$ cat src/rtl/except_ctrl.sv
// -----------------------------------------------------------------------------
// except_ctrl
//
// MEM-stage exception arbitration and commit controller sitting in front of
// cp0_reg. It synchronizes the external interrupt lines and decides whether
// the instruction in MEM takes an interrupt or exception. It emits one
// exception code per taken exception, together with the pipeline flush and
// the redirect PC. An exception found while MEM is stalled is held and
// committed on the first unstalled cycle.
//
// Parameters
//   EXC_VECTOR   redirect target for every exception and interrupt
//   SYNC_STAGES  depth of the ext_int synchronizer (2 or 3)
//
// Ports
//   clk, rst                  clock, asynchronous active-low reset
//   ext_int[5:0]              raw asynchronous hardware interrupt lines
//   timer_int_i               CP0 timer interrupt, ORed into IP7
//   valid_m, stall_m          MEM holds a real instruction / MEM is stalled
//   pc_m, is_in_delayslot_m   MEM instruction address and delay-slot flag
//   exc_flags_m[7:0]          {eret, ades, adel_ld, ov, brk, sys, ri, adel_if}
//   data_addr_m               load/store effective address
//   status_i, cause_i, epc_i  CP0 register values
//   cp0_we_w/_waddr_w/_wdata_w  WB-stage mtc0 write, bypassed into the CP0 view
//   int_o[5:0]                synchronized interrupt lines to CP0
//   excepttype_o              committed exception code, 0 when none
//   bad_addr_o, pc_o, delayslot_o  details of the committed exception
//   flush_o, newpc_o          flush IF..MEM and redirect target
// -----------------------------------------------------------------------------
module except_ctrl #(
  parameter logic [31:0] EXC_VECTOR  = 32'hBFC00380,
  parameter int          SYNC_STAGES = 2
) (
  input  logic        clk,
  input  logic        rst,
  input  logic [5:0]  ext_int,
  input  logic        timer_int_i,
  input  logic        valid_m,
  input  logic        stall_m,
  input  logic [31:0] pc_m,
  input  logic        is_in_delayslot_m,
  input  logic [7:0]  exc_flags_m,
  input  logic [31:0] data_addr_m,
  input  logic [31:0] status_i,
  input  logic [31:0] cause_i,
  input  logic [31:0] epc_i,
  input  logic        cp0_we_w,
  input  logic [4:0]  cp0_waddr_w,
  input  logic [31:0] cp0_wdata_w,
  output logic [5:0]  int_o,
  output logic [31:0] excepttype_o,
  output logic [31:0] bad_addr_o,
  output logic [31:0] pc_o,
  output logic        delayslot_o,
  output logic        flush_o,
  output logic [31:0] newpc_o
);

  typedef enum logic [1:0] {IDLE, HOLD, FLUSH} state_t;

  localparam logic [4:0] CODE_INT  = 5'h01;
  localparam logic [4:0] CODE_ADEL = 5'h04;
  localparam logic [4:0] CODE_ADES = 5'h05;
  localparam logic [4:0] CODE_SYS  = 5'h08;
  localparam logic [4:0] CODE_BP   = 5'h09;
  localparam logic [4:0] CODE_RI   = 5'h0A;
  localparam logic [4:0] CODE_OV   = 5'h0C;
  localparam logic [4:0] CODE_ERET = 5'h0E;

  // ---------------------------------------------------------------------------
  // ext_int synchronizer: one register per stage, stage 0 samples the pins.
  // ---------------------------------------------------------------------------
  genvar gi;
  generate
    for (gi = 0; gi < SYNC_STAGES; gi++) begin : g_sync
      logic [5:0] stage_reg;
      if (gi == 0) begin : g_first
        always_ff @(posedge clk or negedge rst) begin
          if (!rst) stage_reg <= 6'd0;
          else      stage_reg <= ext_int;
        end
      end else begin : g_next
        always_ff @(posedge clk or negedge rst) begin
          if (!rst) stage_reg <= 6'd0;
          else      stage_reg <= g_sync[gi-1].stage_reg;
        end
      end
    end
  endgenerate

  assign int_o = g_sync[SYNC_STAGES-1].stage_reg;

  // ---------------------------------------------------------------------------
  // CP0 view with the WB-stage mtc0 forwarded, so an instruction in MEM sees
  // the Status/Cause/EPC value that is about to be written.
  // ---------------------------------------------------------------------------
  logic [31:0] status_eff;
  logic [31:0] cause_eff;
  logic [31:0] epc_eff;

  assign status_eff = (cp0_we_w && cp0_waddr_w == 5'd12) ? cp0_wdata_w : status_i;
  assign cause_eff  = (cp0_we_w && cp0_waddr_w == 5'd13) ? cp0_wdata_w : cause_i;
  assign epc_eff    = (cp0_we_w && cp0_waddr_w == 5'd14) ? cp0_wdata_w : epc_i;

  logic unused_cp0_bits;
  assign unused_cp0_bits = ^{status_eff[31:16], status_eff[7:2], cause_eff[31:10], cause_eff[7:0]};

  // Interrupts are enabled only with IE=1 and EXL=0; IP7 also carries the timer.
  logic [7:0] ip;
  logic       int_req;

  assign ip      = {int_o[5] | timer_int_i, int_o[4:0], cause_eff[9:8]};
  assign int_req = status_eff[0] & ~status_eff[1] & (|(ip & status_eff[15:8]));

  // ---------------------------------------------------------------------------
  // Priority encoder over the flags carried down the pipeline.
  // ---------------------------------------------------------------------------
  logic f_eret, f_ades, f_adel_ld, f_ov, f_brk, f_sys, f_ri, f_adel_if;
  assign {f_eret, f_ades, f_adel_ld, f_ov, f_brk, f_sys, f_ri, f_adel_if} = exc_flags_m;

  logic [4:0]  det_code;
  logic [31:0] det_bad;

  always_comb begin
    det_code = 5'd0;
    det_bad  = 32'd0;
    if (valid_m) begin
      if (int_req) begin
        det_code = CODE_INT;
      end else if (f_adel_if) begin
        det_code = CODE_ADEL;
        det_bad  = pc_m;
      end else if (f_ri) begin
        det_code = CODE_RI;
      end else if (f_sys) begin
        det_code = CODE_SYS;
      end else if (f_brk) begin
        det_code = CODE_BP;
      end else if (f_ov) begin
        det_code = CODE_OV;
      end else if (f_adel_ld) begin
        det_code = CODE_ADEL;
        det_bad  = data_addr_m;
      end else if (f_ades) begin
        det_code = CODE_ADES;
        det_bad  = data_addr_m;
      end else if (f_eret) begin
        det_code = CODE_ERET;
      end
    end
  end

  // ---------------------------------------------------------------------------
  // Control FSM and the exception captured during a stall.
  // ---------------------------------------------------------------------------
  state_t      state_reg;
  logic [4:0]  held_code_reg;
  logic [31:0] held_bad_reg;
  logic [31:0] held_pc_reg;
  logic        held_ds_reg;

  always_ff @(posedge clk or negedge rst) begin
    if (!rst) begin
      state_reg     <= IDLE;
      held_code_reg <= 5'd0;
      held_bad_reg  <= 32'd0;
      held_pc_reg   <= 32'd0;
      held_ds_reg   <= 1'b0;
    end else begin
      case (state_reg)
        IDLE: begin
          if (det_code != 5'd0) begin
            if (stall_m) begin
              // Freeze the decision now; it is not re-arbitrated later, so an
              // interrupt that drops during the stall is still taken.
              held_code_reg <= det_code;
              held_bad_reg  <= det_bad;
              held_pc_reg   <= pc_m;
              held_ds_reg   <= is_in_delayslot_m;
              state_reg     <= HOLD;
            end else begin
              state_reg <= FLUSH;
            end
          end
        end
        HOLD: begin
          if (!stall_m) state_reg <= FLUSH;
        end
        FLUSH: state_reg <= IDLE;
        default: state_reg <= IDLE;
      endcase
    end
  end

  // ---------------------------------------------------------------------------
  // Commit is combinational so CP0 captures it on the same edge that retires
  // the MEM instruction. FLUSH always reads as no-commit, which also keeps two
  // back-to-back commits impossible. Reset forces everything quiet at once.
  // ---------------------------------------------------------------------------
  logic        commit_valid;
  logic [4:0]  commit_code;
  logic [31:0] commit_bad;
  logic [31:0] commit_pc;
  logic        commit_ds;

  always_comb begin
    commit_valid = 1'b0;
    commit_code  = 5'd0;
    commit_bad   = 32'd0;
    commit_pc    = 32'd0;
    commit_ds    = 1'b0;
    if (rst) begin
      case (state_reg)
        IDLE: begin
          if (det_code != 5'd0 && !stall_m) begin
            commit_valid = 1'b1;
            commit_code  = det_code;
            commit_bad   = det_bad;
            commit_pc    = pc_m;
            commit_ds    = is_in_delayslot_m;
          end
        end
        HOLD: begin
          if (!stall_m) begin
            commit_valid = 1'b1;
            commit_code  = held_code_reg;
            commit_bad   = held_bad_reg;
            commit_pc    = held_pc_reg;
            commit_ds    = held_ds_reg;
          end
        end
        default: ;
      endcase
    end
  end

  assign excepttype_o = {27'd0, commit_code};
  assign bad_addr_o   = commit_bad;
  assign pc_o         = commit_pc;
  assign delayslot_o  = commit_ds;
  assign flush_o      = commit_valid;
  assign newpc_o      = !commit_valid ? 32'd0 :
                        (commit_code == CODE_ERET) ? epc_eff : EXC_VECTOR;

endmodule

$ cat config.mk
export PLATFORM = sky130hd
export DESIGN_NAME = except_ctrl
export DESIGN_NICKNAME = d
export VERILOG_FILES = /design/src/rtl/except_ctrl.sv
export SDC_FILE = /design/constraint.sdc
export NUM_CORES = 1
export LEC_CHECK = 0
export CORE_AREA = 4 4 136 138
export DETAILED_ROUTE_END_ITERATION = 10
export DIE_AREA = 0 0 140 142
export GPL_ROUTABILITY_DRIVEN = 0
export HOLD_SLACK_MARGIN = 0.05
export PLACE_DENSITY = 0.71
export SYNTH_ARGS = -nofsm -noshare
export SYNTH_HDL_FRONTEND = slang
export SYNTH_SLANG_ARGS = --single-unit
$ cat constraint.sdc
create_clock -name clk -period 5.6 [get_ports clk]
set_input_delay 1.12 -clock clk [delete_from_list [all_inputs] [get_ports clk]]
set_output_delay 1.12 -clock clk [all_outputs]
set_load 0.1 [all_outputs]
# After elaboration in Yosys (flattened, before gate mapping)
# Cells that the tools add are included.
[op_classes]
n_bitwise = 5
n_eq_ne = 7
n_reduce_logical = 10
n_mux = 48
[ops]
columns = ["op", "n"]
rows = [
  ["$mux W32", 18],
  ["$pmux W32 S2", 2],
  ["$mux W4", 11],
  ["$eq A5 B4 Y1 const B", 4],
  ["$mux W16", 1],
  ["$mux W10", 1],
  ["$mux W5", 2],
  ["$pmux W5 S2", 1],
  ["$and A8 B8 Y8", 1],
  ["$reduce_or A8 Y1", 1],
  ["$mux W1", 6],
  ["$mux W2", 3],
  ["$reduce_bool A5 Y1", 1],
  ["$logic_and A1 B1 Y1", 4],
  ["$ne A2 B2 Y1 const B", 2],
  ["$pmux W1 S2", 2],
  ["$pmux W2 S2", 1],
  ["$reduce_and A3 Y1", 1],
  ["$and A1 B1 Y1", 2],
  ["$eq A2 B1 Y1 const B", 1],
  ["$logic_not A2 Y1", 1],
  ["$reduce_and A2 Y1", 1],
  ["$logic_not A1 Y1", 1],
  ["$not A1 Y1", 1],
  ["$or A1 B1 Y1", 1],
]
[totals]
register_bits = 84
elab_cells = 77
inputBits = 218
out_inout_bits = 136

# Longest topological paths before layout
[depth]
ltp_word = 18
depth_mapped = 10
ltp_nobuf = 8

# Worst setup path before layout
# Ideal clock, no wire load.
[synth_timing]
path_kind = "input to output"
from = "input port cp0_waddr_w[4]"
to = "output port bad_addr_o[21]"
t_required_ps = 4480
n_path_buf = 2
path_stages = 10
t_arrival_ps = 5343
path_slack_ps = -863
cell_sequence = "nand4b_2 > nor3_2 > mux2_2 > a2111oi_4 > a21o_2 > and2_1 > clkbuf_1 > buf_2 > nand2_1 > o21ai_0"
[synth_between]
elab_chain_cells = 13
word_cells_on_any_way = 20
classes_between = "eq/ne (2); mux (9); bitwise (4); reduce/logical (5)"
[synth_rtl]
columns = ["item", "line_no", "rtl"]
rows = [
  ["start, declared", "48", "input logic [4:0] cp0_waddr_w,"],
  ["$eq A5 B4 Y1, on equally long branches", "102, 101", ""],
  ["$logic_and A1 B1 Y1, on equally long branches", "102, 101", ""],
  ["$mux W10 or $mux W16 (tied branches)", "102, 101", ""],
  ["$and A8 B8 Y8 or $not A1 Y1 (tied branches)", "113", "assign int_req = status_eff[0] & ~status_eff[1] & (|(ip & status_eff[15:8]));"],
  ["$reduce_or A8 Y1 or $and A1 B1 Y1 (tied branches)", "113", ""],
  ["$and A1 B1 Y1 (*)", "113", ""],
  ["$mux W4", "128", "if (int_req) begin"],
  ["$mux W4", "127", "if (valid_m) begin"],
  ["$reduce_bool A5 Y1", "215", "if (det_code != 5'd0 && !stall_m) begin"],
  ["$logic_and A1 B1 Y1", "215", ""],
  ["$mux W32 (*)", "215", ""],
  ["$pmux W32 S2 (*)", "213", "case (state_reg)"],
  ["$mux W32 (*)", "212", "if (rst) begin"],
  ["end, declared", "52", "output logic [31:0] bad_addr_o,"],
]
# Every way passes the cells marked *; elsewhere a longest branch is shown, timed or not.

# Final worst setup path
[layout_timing]
from = "input port cp0_waddr_w[4]"
to = "output port newpc_o[4]"
[layout_between]
elab_chain_cells = 16
word_cells_on_any_way = 27
classes_between = "eq/ne (4); mux (13); bitwise (4); reduce/logical (6)"
[layout_rtl]
columns = ["item", "line_no", "rtl"]
rows = [
  ["$eq A5 B4 Y1, on equally long branches", "102, 101", ""],
  ["$logic_and A1 B1 Y1, on equally long branches", "102, 101", ""],
  ["$mux W10 or $mux W16 (tied branches)", "102, 101", ""],
  ["$and A8 B8 Y8 or $not A1 Y1 (tied branches)", "113", ""],
  ["$reduce_or A8 Y1 or $and A1 B1 Y1 (tied branches)", "113", ""],
  ["$and A1 B1 Y1", "113", ""],
  ["$mux W4", "128", ""],
  ["$mux W4", "127", ""],
  ["$reduce_bool A5 Y1", "215", ""],
  ["$logic_and A1 B1 Y1", "215", ""],
  ["$mux W4", "215", ""],
  ["$pmux W5 S2", "213", ""],
  ["$mux W5", "212", ""],
  ["$eq A5 B4 Y1", "243", "(commit_code == CODE_ERET) ? epc_eff : EXC_VECTOR;"],
  ["$mux W32", "243", ""],
  ["$mux W32 (*)", "242", "assign newpc_o = !commit_valid ? 32'd0 :"],
  ["end, declared", "56", "output logic [31:0] newpc_o"],
]
# Marks and branches as above.

==> key figures <==
Run status
  • Outcome: complete, no violations

Global route
  • Largest net degree at the start of global routing: between 100 and 150
  • Vias in the first global route: 5708
  • GRT overflow: 0
  • First-pass GRT wire length: between 30 and 40 mm
  • Tot GR Track Use: between 10% and 20%
  • Initial antenna violation count: 1

Worst setup path
  • Crit path max fanout: 20
  • Startpoint types: input pin
  • Type of the worst setup path: in2out
  • Required @ worst endpoint: around 4500 ps
  • Worst setup EP type: output port
  • Critical Path AT: about 4300 ps

Drt
  • Final ANT Viol Nets: 0
  • Final wirelength: roughly 21 mm
  • Via Count: 5697
  • Drt pass-1 iters: 5
  • Vias/cell: 5.02
  • Starting DRT DRC Count: 240
  • Wirelength per Cell: about 18 um
  • Drt drc: 0

Clock network
  • Clock slew at reported path FFs: 60 ps
  • CTS Hold Buffers Added: 0
  • Skew-Pair Late Insertion Delay: ~340 ps
  • Htree depth: 3
  • CTS Root Cell: clkbuf_16
  • Clk buf depth: 2
  • CTS tree: yes
  • Sink Count: between 80 and 90
  • TritonCTS Buffers: 9

STA
  • Hold slack final: 348 ps
  • Tightest Pin Transition: approximately 1000 ps
  • Setup TNS: 0 ps
  • Relative slew slack: a little under a third
  • Period utilization: a little over nine tenths
  • Fmax: around 180 MHz
  • Final slew viol count: 0
  • Final worst path period need: between 5000 and 6000 ps
  • Worst setup margin: 138 ps
  • Setup-failing EPs final: 0
  • Setup Skew: ~7 ps
  • Final Hold Fails: 0

Final layout
  • Share of cells above drive strength 1: 27.1%
  • P&R area growth vs syn: 83.6%
  • Final net count: between 1k and 1.5k
  • Most frequent cells in the layout: 169 x nand2_1, 169 x clkdlybuf4s50_1, 106 x buf_12
  • FILL cells: about 1.5k

Pwr
  • Power per cell area: approximately 210 nW/um^2
  • Switching power share of the total: 34.7%
  • Power Internal: about 0.0014 W
  • Net Sw Power: 0.000726 W
  • Flop pwr share: a little over a third
  • Final Power: ~0.0021 W
  • Comb power frac: around 34%
  • Leak: 3.93 nW
  • Peak supply drop: about 0.14 mV
  • Clock share of power: 30.8%

Synthesis
  • Post-synth cell types: 46
  • Synth async-reset ratio: between 90% and 100%
  • Post-synthesis sequential area ratio: about two fifths
  • EDFF count, synth: 0
  • Syn_area_per_cell: a little over 8 um^2
  • Post-Synthesis Cell Area: roughly 5300 um^2
  • Yosys warning count: 0
  • Synth Flop Type: dfrtp_1
  • #FFs+latches synth: between 80 and 90
  • Mapped Cells: between 600 and 700

Die
  • # rows: 48
  • Effective utilization at floorplan: between 30% and 40%
  • Chip Height: 142 um
  • Die area: approximately 20000 um^2
  • Core Region: between 15000 and 20000 um^2
  • Top Ports: between 300 and 400
  • Die X: roughly 140 um

Placement
  • Dpl ws: 132 ps
  • Hpwl dp: 15.4 mm
  • PortBufs: 273

Hold path
  • Hold crit path type: reg2reg

Run
  • Max Cap Viol: 0
-- cell families after synthesis --
logic type,count (synthesis),share of synthesized area (%)
and+or+nand+nor,246,19.1
AOI/OAI and AO/OA,193,25.6
DFF,83,39.1
buffers and inverters,82,8.29
muxes,37,7.82
other,1,0.0706
-- synthesized netlist by cell type (2+ instances only) --
cell,instances,share of area (%)
buf_6,2,0.42
inv_1,4,0.28
a211oi_2,2,0.47
buf_1,2,0.14
and3_1,3,0.35
a22oi_1,36,5.1
clkbuf_1,36,2.5
nor3_1,6,0.56
a21oi_1,4,0.38
o21ai_0,69,6.5
buf_4,28,4.0
dfrtp_1,83,39
nand2b_1,3,0.35
a31oi_1,14,1.6
a22o_1,34,5.6
mux2_2,36,7.6
a21oi_2,20,3.3
a221oi_1,2,0.33
nor2_1,50,3.5
nor3b_1,2,0.28
buf_2,10,0.94
nand2_1,169,12
and2_1,4,0.47
-- metal layers --
| layer | GRT usage (%) | wire, um | up-vias |
|---|---|---|---|
| met3 | 5.58 | 1420 | 33 |
| met5 | 0 | 12 | - |
| li1 | - | - | 2738 |
| met2 | 34.7 | 10500 | 207 |
| met1 | 23.5 | 8260 | 2717 |
| met4 | 6.17 | 548 | 2 |
-- power by group through the flow --
stage	clock network [W]	logic, W	registers (W)
4_1_cts	0.000657	0.000711	0.000737
2_1_floorplan	0	0.000426	0.000749
3_5_place_dp	0	0.000709	0.000747
3_3_place_gp	0	0.000699	0.000740
5_1_grt	0.000680	0.000754	0.000747
6_report	0.000644	0.000713	0.000737
-- through the flow --
stage | utilization, % | area, um^2 | cells
finish | 56.8 | 9760 | 1135
global route | 56.8 | 9760 | 1134
CTS | 56.4 | 9680 | 1128
detailed placement | 54.5 | 9360 | 1112
global placement | 54.5 | 9360 | 1112
floorplan | - | 5520 | 669
-- worst max-delay path: stages --
cell             delay (ps)
clkdlybuf4s50_1         390
nand4b_2                250
nor3_4                  270
mux2_2                  390
a2111oi_4               420
a21o_4                  230
a22oi_1                 110
or4b_4                  550
buf_12                  190
a21oi_2                 200
buf_12                  200
-- layout make-up --
cell class / count / area, um^2 / share of cell area (%)
repair buffers: 301 / 4010 / 41.1
multi-input cells: 505 / 3060 / 31.3
clock inverters: 6 / 88.8 / 0.910
flip-flops and latches: 83 / 2080 / 21.3
inverters: 4 / 15.0 / 0.154
well taps: 225 / 282 / 2.88
diodes: 1 / 2.50 / 0.0256
clock buffers: 10 / 229 / 2.35
-- worst paths after layout --
check                                        from          endpoint  slack, ps  depth (start not counted)
max in group asynchronous                     rst  held_bad_reg[18]       3800                          2
hold / removal             g_sync[0].stage_reg[1]          int_o[1]        350                          0
setup / recovery                   cp0_waddr_w[4]        newpc_o[4]        140                         11
setup reg to reg                         int_o[0]    held_pc_reg[5]       2870                          9
min in group asynchronous                     rst      state_reg[0]        720                          1
hold reg to reg            g_sync[0].stage_reg[1]          int_o[1]        350                          0
-- what timing repair did --
action | CTS | global route
resized for setup | 0 | 3
endpoints found under the setup margin | 0 | 39
setup buffers | 0 | 5
No activity file was read; power rests on OpenSTA's default activity.
